## src/rtl/l2_port_arbiter.sv

```systemverilog
// l2_port_arbiter
//   Shares one single-port L2 SRAM between a JTAG debug bus and a core test
//   bus. Grants are combinational in the request cycle, arbitration is
//   round-robin on a 1-bit last-winner flag, and jtag_lock_i gives JTAG
//   exclusive access. Every grant returns exactly one response one cycle
//   later; accesses outside [L2_BASE, L2_BASE + 4*2^MEM_AW) never reach the
//   SRAM and answer with err = 1.
//
// Ports
//   clk_i, rst_i                 clock, asynchronous active-high reset
//   jtag_* / core_* (requester)  req/addr/we/be/wdata in, gnt out,
//                                rvalid/rdata/err response out
//   jtag_lock_i                  JTAG-only access while high
//   mem_*                        SRAM strobe, we, word address, be, wdata;
//                                mem_rdata_i returns one cycle after mem_req_o
module l2_port_arbiter #(
  parameter logic [31:0] L2_BASE = 32'h1C00_0000,
  parameter int          MEM_AW  = 16
) (
  input  logic              clk_i,
  input  logic              rst_i,
  input  logic              jtag_req_i,
  output logic              jtag_gnt_o,
  input  logic [31:0]       jtag_addr_i,
  input  logic              jtag_we_i,
  input  logic [3:0]        jtag_be_i,
  input  logic [31:0]       jtag_wdata_i,
  output logic              jtag_rvalid_o,
  output logic [31:0]       jtag_rdata_o,
  output logic              jtag_err_o,
  input  logic              jtag_lock_i,
  input  logic              core_req_i,
  output logic              core_gnt_o,
  input  logic [31:0]       core_addr_i,
  input  logic              core_we_i,
  input  logic [3:0]        core_be_i,
  input  logic [31:0]       core_wdata_i,
  output logic              core_rvalid_o,
  output logic [31:0]       core_rdata_o,
  output logic              core_err_o,
  output logic              mem_req_o,
  output logic              mem_we_o,
  output logic [MEM_AW-1:0] mem_addr_o,
  output logic [3:0]        mem_be_o,
  output logic [31:0]       mem_wdata_o,
  input  logic [31:0]       mem_rdata_i
);

  // 33-bit window bounds so a window touching 2^32 cannot wrap.
  localparam logic [32:0] BASE33  = {1'b0, L2_BASE};
  localparam logic [32:0] LIMIT33 = BASE33 + (33'd4 << MEM_AW);

  logic        last_jtag_q, last_jtag_d;   // 1: JTAG won the latest grant
  logic        rvalid_jtag_q, rvalid_jtag_d;
  logic        rvalid_core_q, rvalid_core_d;
  logic        err_q, err_d;
  logic        rd_mem_q, rd_mem_d;         // response carries SRAM read data

  logic        jtag_gnt, core_gnt, any_gnt, in_range;
  logic [31:0] sel_addr, sel_wdata;
  logic [3:0]  sel_be;
  logic        sel_we;

  // Grant decision; grants are forced low while reset is held.
  always_comb begin
    jtag_gnt = 1'b0;
    core_gnt = 1'b0;
    if (!rst_i) begin
      if (jtag_lock_i) begin
        jtag_gnt = jtag_req_i;
      end else if (jtag_req_i && core_req_i) begin
        jtag_gnt = ~last_jtag_q;
        core_gnt = last_jtag_q;
      end else begin
        jtag_gnt = jtag_req_i;
        core_gnt = core_req_i;
      end
    end
  end

  assign any_gnt   = jtag_gnt | core_gnt;
  assign sel_addr  = jtag_gnt ? jtag_addr_i  : core_addr_i;
  assign sel_we    = jtag_gnt ? jtag_we_i    : core_we_i;
  assign sel_be    = jtag_gnt ? jtag_be_i    : core_be_i;
  assign sel_wdata = jtag_gnt ? jtag_wdata_i : core_wdata_i;
  assign in_range  = any_gnt && ({1'b0, sel_addr} >= BASE33) && ({1'b0, sel_addr} < LIMIT33);

  assign jtag_gnt_o  = jtag_gnt;
  assign core_gnt_o  = core_gnt;

  // SRAM side is fully zeroed unless an in-range access is granted.
  assign mem_req_o   = in_range;
  assign mem_we_o    = in_range & sel_we;
  assign mem_be_o    = in_range ? sel_be    : 4'h0;
  assign mem_wdata_o = in_range ? sel_wdata : 32'h0;
  assign mem_addr_o  = in_range ? MEM_AW'((sel_addr - L2_BASE) >> 2) : '0;

  always_comb begin
    last_jtag_d   = any_gnt ? jtag_gnt : last_jtag_q;
    rvalid_jtag_d = jtag_gnt;
    rvalid_core_d = core_gnt;
    err_d         = any_gnt & ~in_range;
    rd_mem_d      = in_range & ~sel_we;
  end

  // Reset clears the response stage, dropping any in-flight response.
  always_ff @(posedge clk_i or posedge rst_i) begin
    if (rst_i) begin
      last_jtag_q   <= 1'b0;
      rvalid_jtag_q <= 1'b0;
      rvalid_core_q <= 1'b0;
      err_q         <= 1'b0;
      rd_mem_q      <= 1'b0;
    end else begin
      last_jtag_q   <= last_jtag_d;
      rvalid_jtag_q <= rvalid_jtag_d;
      rvalid_core_q <= rvalid_core_d;
      err_q         <= err_d;
      rd_mem_q      <= rd_mem_d;
    end
  end

  assign jtag_rvalid_o = rvalid_jtag_q;
  assign jtag_err_o    = rvalid_jtag_q & err_q;
  assign jtag_rdata_o  = (rvalid_jtag_q && rd_mem_q) ? mem_rdata_i : 32'h0;
  assign core_rvalid_o = rvalid_core_q;
  assign core_err_o    = rvalid_core_q & err_q;
  assign core_rdata_o  = (rvalid_core_q && rd_mem_q) ? mem_rdata_i : 32'h0;

endmodule

```

## config.mk

```make
export PLATFORM = sky130hd
export DESIGN_NAME = l2_port_arbiter
export DESIGN_NICKNAME = d
export VERILOG_FILES = /design/src/rtl/l2_port_arbiter.sv
export SDC_FILE = /design/constraint.sdc
export NUM_CORES = 1
export LEC_CHECK = 0
export CAP_MARGIN = 20
export CORE_AREA = 2 2 115 117
export DETAILED_ROUTE_END_ITERATION = 8
export DIE_AREA = 0 0 117 119
export SYNTH_ARGS = -nofsm -noshare
export SYNTH_HDL_FRONTEND = slang
export SYNTH_SLANG_ARGS = --single-unit
```

## constraint.sdc

```tcl
create_clock -name clk_i -period 2.4 [get_ports clk_i]
set_input_delay 0.24 -clock clk_i [delete_from_list [all_inputs] [get_ports clk_i]]
set_output_delay 0.24 -clock clk_i [all_outputs]
set_load 0.05 [all_outputs]
```

======== After elaboration in Yosys (flattened, before gate mapping) ========
Cells that the tools add are included.
operators by class
  add/subtract/negate cells ............... 1
  $mul .................................... 0
  divide/modulo/power cells ............... 0
  magnitude comparators ................... 2
  eq/ne operators ......................... 0
  shift-type cells ........................ 0
  mux-type cells .......................... 15
  bitwise gates (word level) .............. 9
  reductions and logical operators ........ 5
operators by type and width
  cell                                                                  count
  two-way mux 32 bit                                                    5
  greater-or-equal comparator 32 x 29 -> 1 bit (second input constant)  1
  less-than comparator 32 x 29 -> 1 bit (second input constant)         1
  subtractor 18 x 1 -> 18 bit (second input constant)                   1
  two-way mux 16 bit                                                    1
  two-way mux 4 bit                                                     2
  two-way mux 1 bit                                                     7
  AND 1 bit                                                             5
  logical AND 1 bit                                                     5
  NOT 1 bit                                                             3
  bitwise OR 1 bit                                                      1
word-level totals
  bits in registers ....................... 5
  latch bits .............................. 0
  RAM bits ................................ 0
  bits in read-only memories .............. 0
  bits of input ports ..................... 175
  output and inout port bits .............. 124
  logic and storage cells ................. 37
  memories ................................ 0

======== Longest topological paths before layout ========
Gate-level depths: netlist of run 1.
  depth in word-level cells ............... 10
  mapped depth ............................ 7

======== Least setup slack after synthesis of run 1 ========
OpenSTA, ideal clock, no wires.
  kind .................................... register to output
  start ................................... register last_jtag_q
  end ..................................... output mem_addr_o[10]
  arrival time ............................ 2.012 ns
  required time ........................... 2.160 ns
  slack ................................... 0.148 ns
  cell stages (with the launch flop) ...... 7
  path buffers ............................ 2
  cells stage by stage .................... dfrtp_1 a21o_1 buf_2 inv_2 buf_2 nand2_1 a21oi_1
on the way
  longest elaborated chain between the ends .. 9
  elaborated cells between the ends (all ways) .. 15
ends and longest elaborated chain
  element                                       RTL line  RTL
  from (decl)                                   53        logic last_jtag_q, last_jtag_d;
  from (signal assigned)                        115       last_jtag_q <= last_jtag_d;
  NOT 1 bit *                                   72        jtag_gnt = ~last_jtag_q;
  two-way mux 1 bit *                           71        end else if (jtag_req_i && core_req_i) begin
  two-way mux 1 bit *                           69        if (jtag_lock_i) begin
  two-way mux 1 bit *                           68        if (!rst_i) begin
  net jtag_gnt_o                                23        output logic jtag_gnt_o,
  two-way mux 32 bit                            82        assign sel_addr = jtag_gnt ? jtag_addr_i : core_addr_i;
  greater-or-equal comparator 32 x 29 -> 1 bit  86        assign in_range = any_gnt && ({1'b0, sel_addr} >= BASE33) && ({1'b0, sel_addr} < LIMIT33);
  logical AND 1 bit (2 in series)               86
  two-way mux 16 bit *                          96        assign mem_addr_o = in_range ? MEM_AW'((sel_addr - L2_BASE) >> 2) : '0;
  to (decl)                                     43        output logic [MEM_AW-1:0] mem_addr_o,
Mark *: on every way through the listed nets, which the timed path passes. The rest lies on a longest branch.

======== Worst setup path after layout of run 1 ========
  start ................................... input core_req_i
  end ..................................... output mem_be_o[0]
on the way
  longest elaborated chain between the ends .. 9
  elaborated cells between the ends (all ways) .. 15
ends and longest elaborated chain
  element                                       RTL line  RTL
  from (decl)                                   32        input logic core_req_i,
  logical AND 1 bit                             71
  two-way mux 1 bit                             71
  two-way mux 1 bit                             69
  two-way mux 1 bit                             68
  two-way mux 32 bit                            82
  greater-or-equal comparator 32 x 29 -> 1 bit  86
  logical AND 1 bit (2 in series)               86
  two-way mux 4 bit *                           94        assign mem_be_o = in_range ? sel_be : 4'h0;
  to (decl)                                     44        output logic [3:0] mem_be_o,
Mark *: on every way between the ends. The rest lies on a longest branch, timed or not.

==> impl_metrics.ini, run 1 <==
[logic_synthesis]
synthCells = 283
synthFlopType = dfrtp_1
syn_avg_cell_area_um2 = 5.89
synth-async-reset-ratio = 1.00
yosys_warnings = 0
synth_most_common_cell = nand2_1
synth_area_leaders = and3_1, nand2_1, a21oi_2, dfrtp_1, clkbuf_1
synth_top_cell_area_share = 0.240
ys_seq_area_frac = 0.0750
netlist_top_cells_count = nand2_1, and3_1, a21oi_2
ys_ff_latch = 5
synth_area_leader_cell = and3_1
synth_edf_count = 0
syn_area_um2 = 1670
synth.distinct_cells = 25
syn_nets = 458

[timing]
hold_slack_ps = 269
setup_violations = 0
finalSetupTns_ps = 0
min_period_ps = 2290
fin_skew_ps = 1.52
fin_crit_sh = 0.956
fmax_mhz = 436
fin_ws_ps = 106
maxSlewViolCount = 0
rsz0062_at_grt = no
worst_pin_slew_ps = 509
hold_viol_final = 0
slew_headroom = 0.659

[placed_design]
portBuffers = 294
dp_slack_ps = 51.1
place.gp.congestion = 0.807
hpwl_um = 8920
placed_cells = 733

[clock_network]
insertion_delay_ps = 230
cts.sinks = 5
cts_setup_buffers = 0
cts_resized = 0
cts_tree = done
numCtsBuffers = 3
clkSlewWorstSetupHoldPaths_ps = 30
cts-root-buf = clkbuf_16
cts_hold_buf = 0
cts_buffer_depth = 2
htree_levels = 1

[final_layout]
fin_util = 0.436
antenna_cells = 0
area_delta_synth_final_pct = 237
drive_gt1_frac = 0.317
fin_nets = 737
fillerInstances = 1220
layoutNonFillerInstCount = 737

[die]
dieArea_um2 = 13900
die_y_um = 119
start_util = 0.130
pin_count = 299
dieWidth_um = 117
core-area_um2 = 12900
rows = 42

[worst_setup_path]
reg2reg_from = last_jtag_q
reg2regPathDepth = 5
r2r-end = rd_mem_q
arrival_ps = 2050
crit_path_start_kind = primary input
required_ps = 2160
cp-startpoint = core_req_i
crit_type = in -> out
cp_max_fo = 20
cp-end-kind = output port
crit_path_end = mem_be_o[0]
regToRegSetupSlack_ps = 720

[outcome]
outcome = complete, no violations

[drt]
highest_layer = met4
drc_errors = 0
dr_wl_met3_um = 915
routedWlPerCell_um = 13.9
via_count = 3054
wl_met2_um = 5560
final_antenna_net_count = 0
initialDrtViolationCount = 119
wl_um = 10300
met1Wirelength_um = 3580
first_pass_iters = 4
vias_per_cell = 4.14

[power_and_ir_drop]
power.density_nw_per_um2 = 146
ir_drop_uv = 230
p_leak_nw = 2.49

[global_route]
grt_antenna_before_repair = 0
grtUsageTotal = 0.139
grt_pass1_wl_um = 15500
grt_max_degree = 65
grt_pass1_vias = 3110
grt.overflow.total = 0

[worst_hold_path]
hold_path_class = in -> async

[run]
max_cap_viol_count = 0
## critical path, stage by stage
cell,delay (ps)
clkdlybuf4s50_1,470
nor3b_1,260
o21ai_1,160
o22a_2,310
buf_12,170
a21oi_1,240
buf_12,180
## per-stage QoR
step	power, W	instance area (µm²)
finish	0.000820	5620
global route	0.000867	5620
CTS	0.000826	5610
detailed placement	0.000548	5530
global placement	0.000539	5530
floorplan	0.000218	1670
## cell families after synthesis
kind of cell / synth area share
muxes: 0.0120
AOI/OAI and AO/OA: 0.263
DFF: 0.0750
and+or+nand+nor: 0.542
buffers and inverters: 0.108
## placed cells by master, fill, tap and decap left out
cell,synthesis,final
a21boi_0,1,1
nand2b_1,1,1
nor4b_2,0,1
mux2i_1,2,2
inv_2,1,1
o22a_2,0,1
and2_1,2,2
nor2b_1,2,2
nor4b_1,2,1
a21oi_1,12,12
a21o_2,0,1
nor3b_1,1,1
clkbuf_16,0,3
buf_12,0,87
dfrtp_1,5,5
nor4_1,2,2
o21ai_1,1,1
buf_4,1,44
nand4_1,2,2
nor4bb_1,2,2
nor2_1,3,3
nand2_1,104,104
and3_1,64,64
inv_1,4,4
a21oi_2,40,40
clkdlybuf4s50_1,0,173
clkbuf_1,18,1
## power by group
group          internal [W]  total [W]  switching, W
Combinational      0.000290   0.000447      0.000157
Clock              0.000220   0.000274     0.0000542
Sequential        0.0000902  0.0000985    0.00000835
Total              0.000600   0.000820      0.000220
## routing by layer
metal	global-route usage	vias up
li1	-	1513
met1	0.143	1344
met2	0.279	185
met3	0.0234	12
met4	0.0368	0
met5	0	-
## registers in the layout (all words and copies together), names as in the netlist
name and count:
last_jtag_q 1, core_rvalid_o 1, err_q 1, jtag_rvalid_o 1, rd_mem_q 1
## cell type report
class / instances / area (µm²) / area share
flip-flops and latches: 5 / 125 / 0.0223
well taps: 176 / 220 / 0.0392
clock buffers: 4 / 78.8 / 0.0140
multi-input cells: 243 / 1370 / 0.244
inverters: 5 / 18.8 / 0.00334
repair buffers: 304 / 3800 / 0.677
## worst min path at each step
stage / from / end / slack, ps / depth (start not counted)
2_1_floorplan: rst_i / core_rvalid_o / 20 / 1
3_3_place_gp: last_jtag_q / last_jtag_q / 490 / 1
3_5_place_dp: rst_i / core_rvalid_o / 510 / 2
4_1_cts: rst_i / core_rvalid_o / 270 / 2
5_1_grt: rst_i / last_jtag_q / 290 / 2
6_report: rst_i / core_rvalid_o / 270 / 2
Power figures use the tool's default switching activity.
==> inputs of run 2 (changes only) <==
--- a/config.mk
+++ b/config.mk
@@ -6,7 +6,7 @@
 export NUM_CORES = 1
 export LEC_CHECK = 0
 export CAP_MARGIN = 20
-export CORE_AREA = 2 2 115 117
+export CORE_AREA = 4 4 113 115
 export DETAILED_ROUTE_END_ITERATION = 8
 export DIE_AREA = 0 0 117 119
 export SYNTH_ARGS = -nofsm -noshare
==> impl_metrics.ini, run 2 (synthesis gave the netlist of run 1 again) <==
[global_route]
grt_pass1_vias = 3159
grt_antenna_before_repair = 0
grtUsageTotal = 0.142
grt.overflow.total = 0
grt_max_degree = 65
grt_pass1_wl_um = 15900

[die]
die_y_um = 119
core-area_um2 = 11800
rows = 40
pin_count = 299
dieArea_um2 = 13900
start_util = 0.141
dieWidth_um = 117

[final_layout]
fin_nets = 737
area_delta_synth_final_pct = 255
layout_commonest_cell = clkdlybuf4s50_1
drive_gt1_frac = 0.323
final_cell_mix = clkdlybuf4s50_1, buf_12, nand2_1
layoutNonFillerInstCount = 708
fillerInstances = 1140
antenna_cells = 0

[timing]
slew_headroom = 0.652
fin_skew_ps = 0.842
maxSlewViolCount = 0
worst_pin_slew_ps = 520
setup_violations = 0
fin_crit_sh = 0.969
min_period_ps = 2330
finalSetupTns_ps = 0
hold_viol_final = 0
rsz0062_at_grt = no
fmax_mhz = 430

[clock_network]
cts_resized = 0
cts.sinks = 5
cts_hold_buf = 0
cts_setup_buffers = 0
htree_levels = 1
insertion_delay_ps = 230
cts-root-buf = clkbuf_16
clkSlewWorstSetupHoldPaths_ps = 30
cts_tree = done
cts_buffer_depth = 2
numCtsBuffers = 3

[drt]
vias_per_cell = 4.33
drc_errors = 0
final_antenna_net_count = 0
initialDrtViolationCount = 124
routedWlPerCell_um = 15.6
first_pass_iters = 4
wl_um = 11000
via_count = 3064

[placed_design]
hpwl_um = 9850
placed_cells = 704
portBuffers = 294
place.gp.congestion = 0.868

[power_and_ir_drop]
power.density_nw_per_um2 = 138
ir_drop_uv = 140
power_w = 0.000815
p_leak_nw = 2.55

[worst_setup_path]
cp-end-kind = output port
arrival_ps = 2090
crit_type = in -> out
cp_max_fo = 22
required_ps = 2160
crit_path_start_kind = primary input

[worst_hold_path]
hold_path_class = in -> async

[outcome]
outcome = complete, no violations

[run]
max_cap_viol_count = 0
==> run 2: cell count changes in the layout (fill, tap and decap cells not counted), moves of 5 or more <==
cell | previous run | this run
a21oi_2 | 40 | 45
buf_12 | 87 | 113
buf_4 | 44 | 17
a21oi_1 | 12 | 7
==> run 2: layer usage <==
metal / track usage / wire length, µm / up-vias
met5: 0 / 0 / -
met4: 0.0294 / 142 / 0
met3: 0.0554 / 1510 / 10
met2: 0.282 / 5850 / 185
met1: 0.133 / 3540 / 1358
li1: - / - / 1511
==> run 2: worst max-delay path: stages <==
cell	delay, ps
clkdlybuf4s50_1	490
nor3b_1	270
o21ai_1	180
o22a_2	300
buf_4	240
a21oi_2	200
buf_12	160
==> run 2: layout make-up <==
cell class	count	area, µm²	area share
inverter	5	18.8	0.00317
clock buffer	4	78.8	0.0133
tap	147	184	0.0311
multi-input combinational	243	1380	0.234
sequential	5	125	0.0211
timing repair buffer	304	4130	0.698
==> run 2: through the flow <==
step / hold WS [ps] / util / setup WS [ps] / cell area (µm²)
4_1_cts: 275 / 0.500 / 11.8 / 5900
2_1_floorplan: 18.5 / - / 148 / 1670
6_report: 271 / 0.501 / 74.2 / 5920
3_3_place_gp: 493 / 0.493 / 95.2 / 5820
3_5_place_dp: 501 / 0.493 / 16.5 / 5820
5_1_grt: 296 / 0.501 / 19.9 / 5920
==> run 2: final timing paths <==
| kind | startpoint | to | slack, ps | depth (start not counted) |
|---|---|---|---|---|
| max reg2reg | last_jtag_q | err_q | 840 | 4 |
| min in group clk_i | last_jtag_q | last_jtag_q | 510 | 1 |
| max in group asynchronous | rst_i | jtag_rvalid_o | 1960 | 2 |
| max | core_req_i | mem_wdata_o[16] | 70 | 7 |
| min | rst_i | core_rvalid_o | 270 | 2 |
| min reg2reg | last_jtag_q | last_jtag_q | 510 | 1 |
==> run 2: power by group <==
group | internal, W | total [W] | switching [W]
sequential | 0.0000902 | 0.0000958 | 0.00000562
combinational | 0.000290 | 0.000446 | 0.000156
clock | 0.000220 | 0.000273 | 0.0000532
total | 0.000600 | 0.000815 | 0.000215
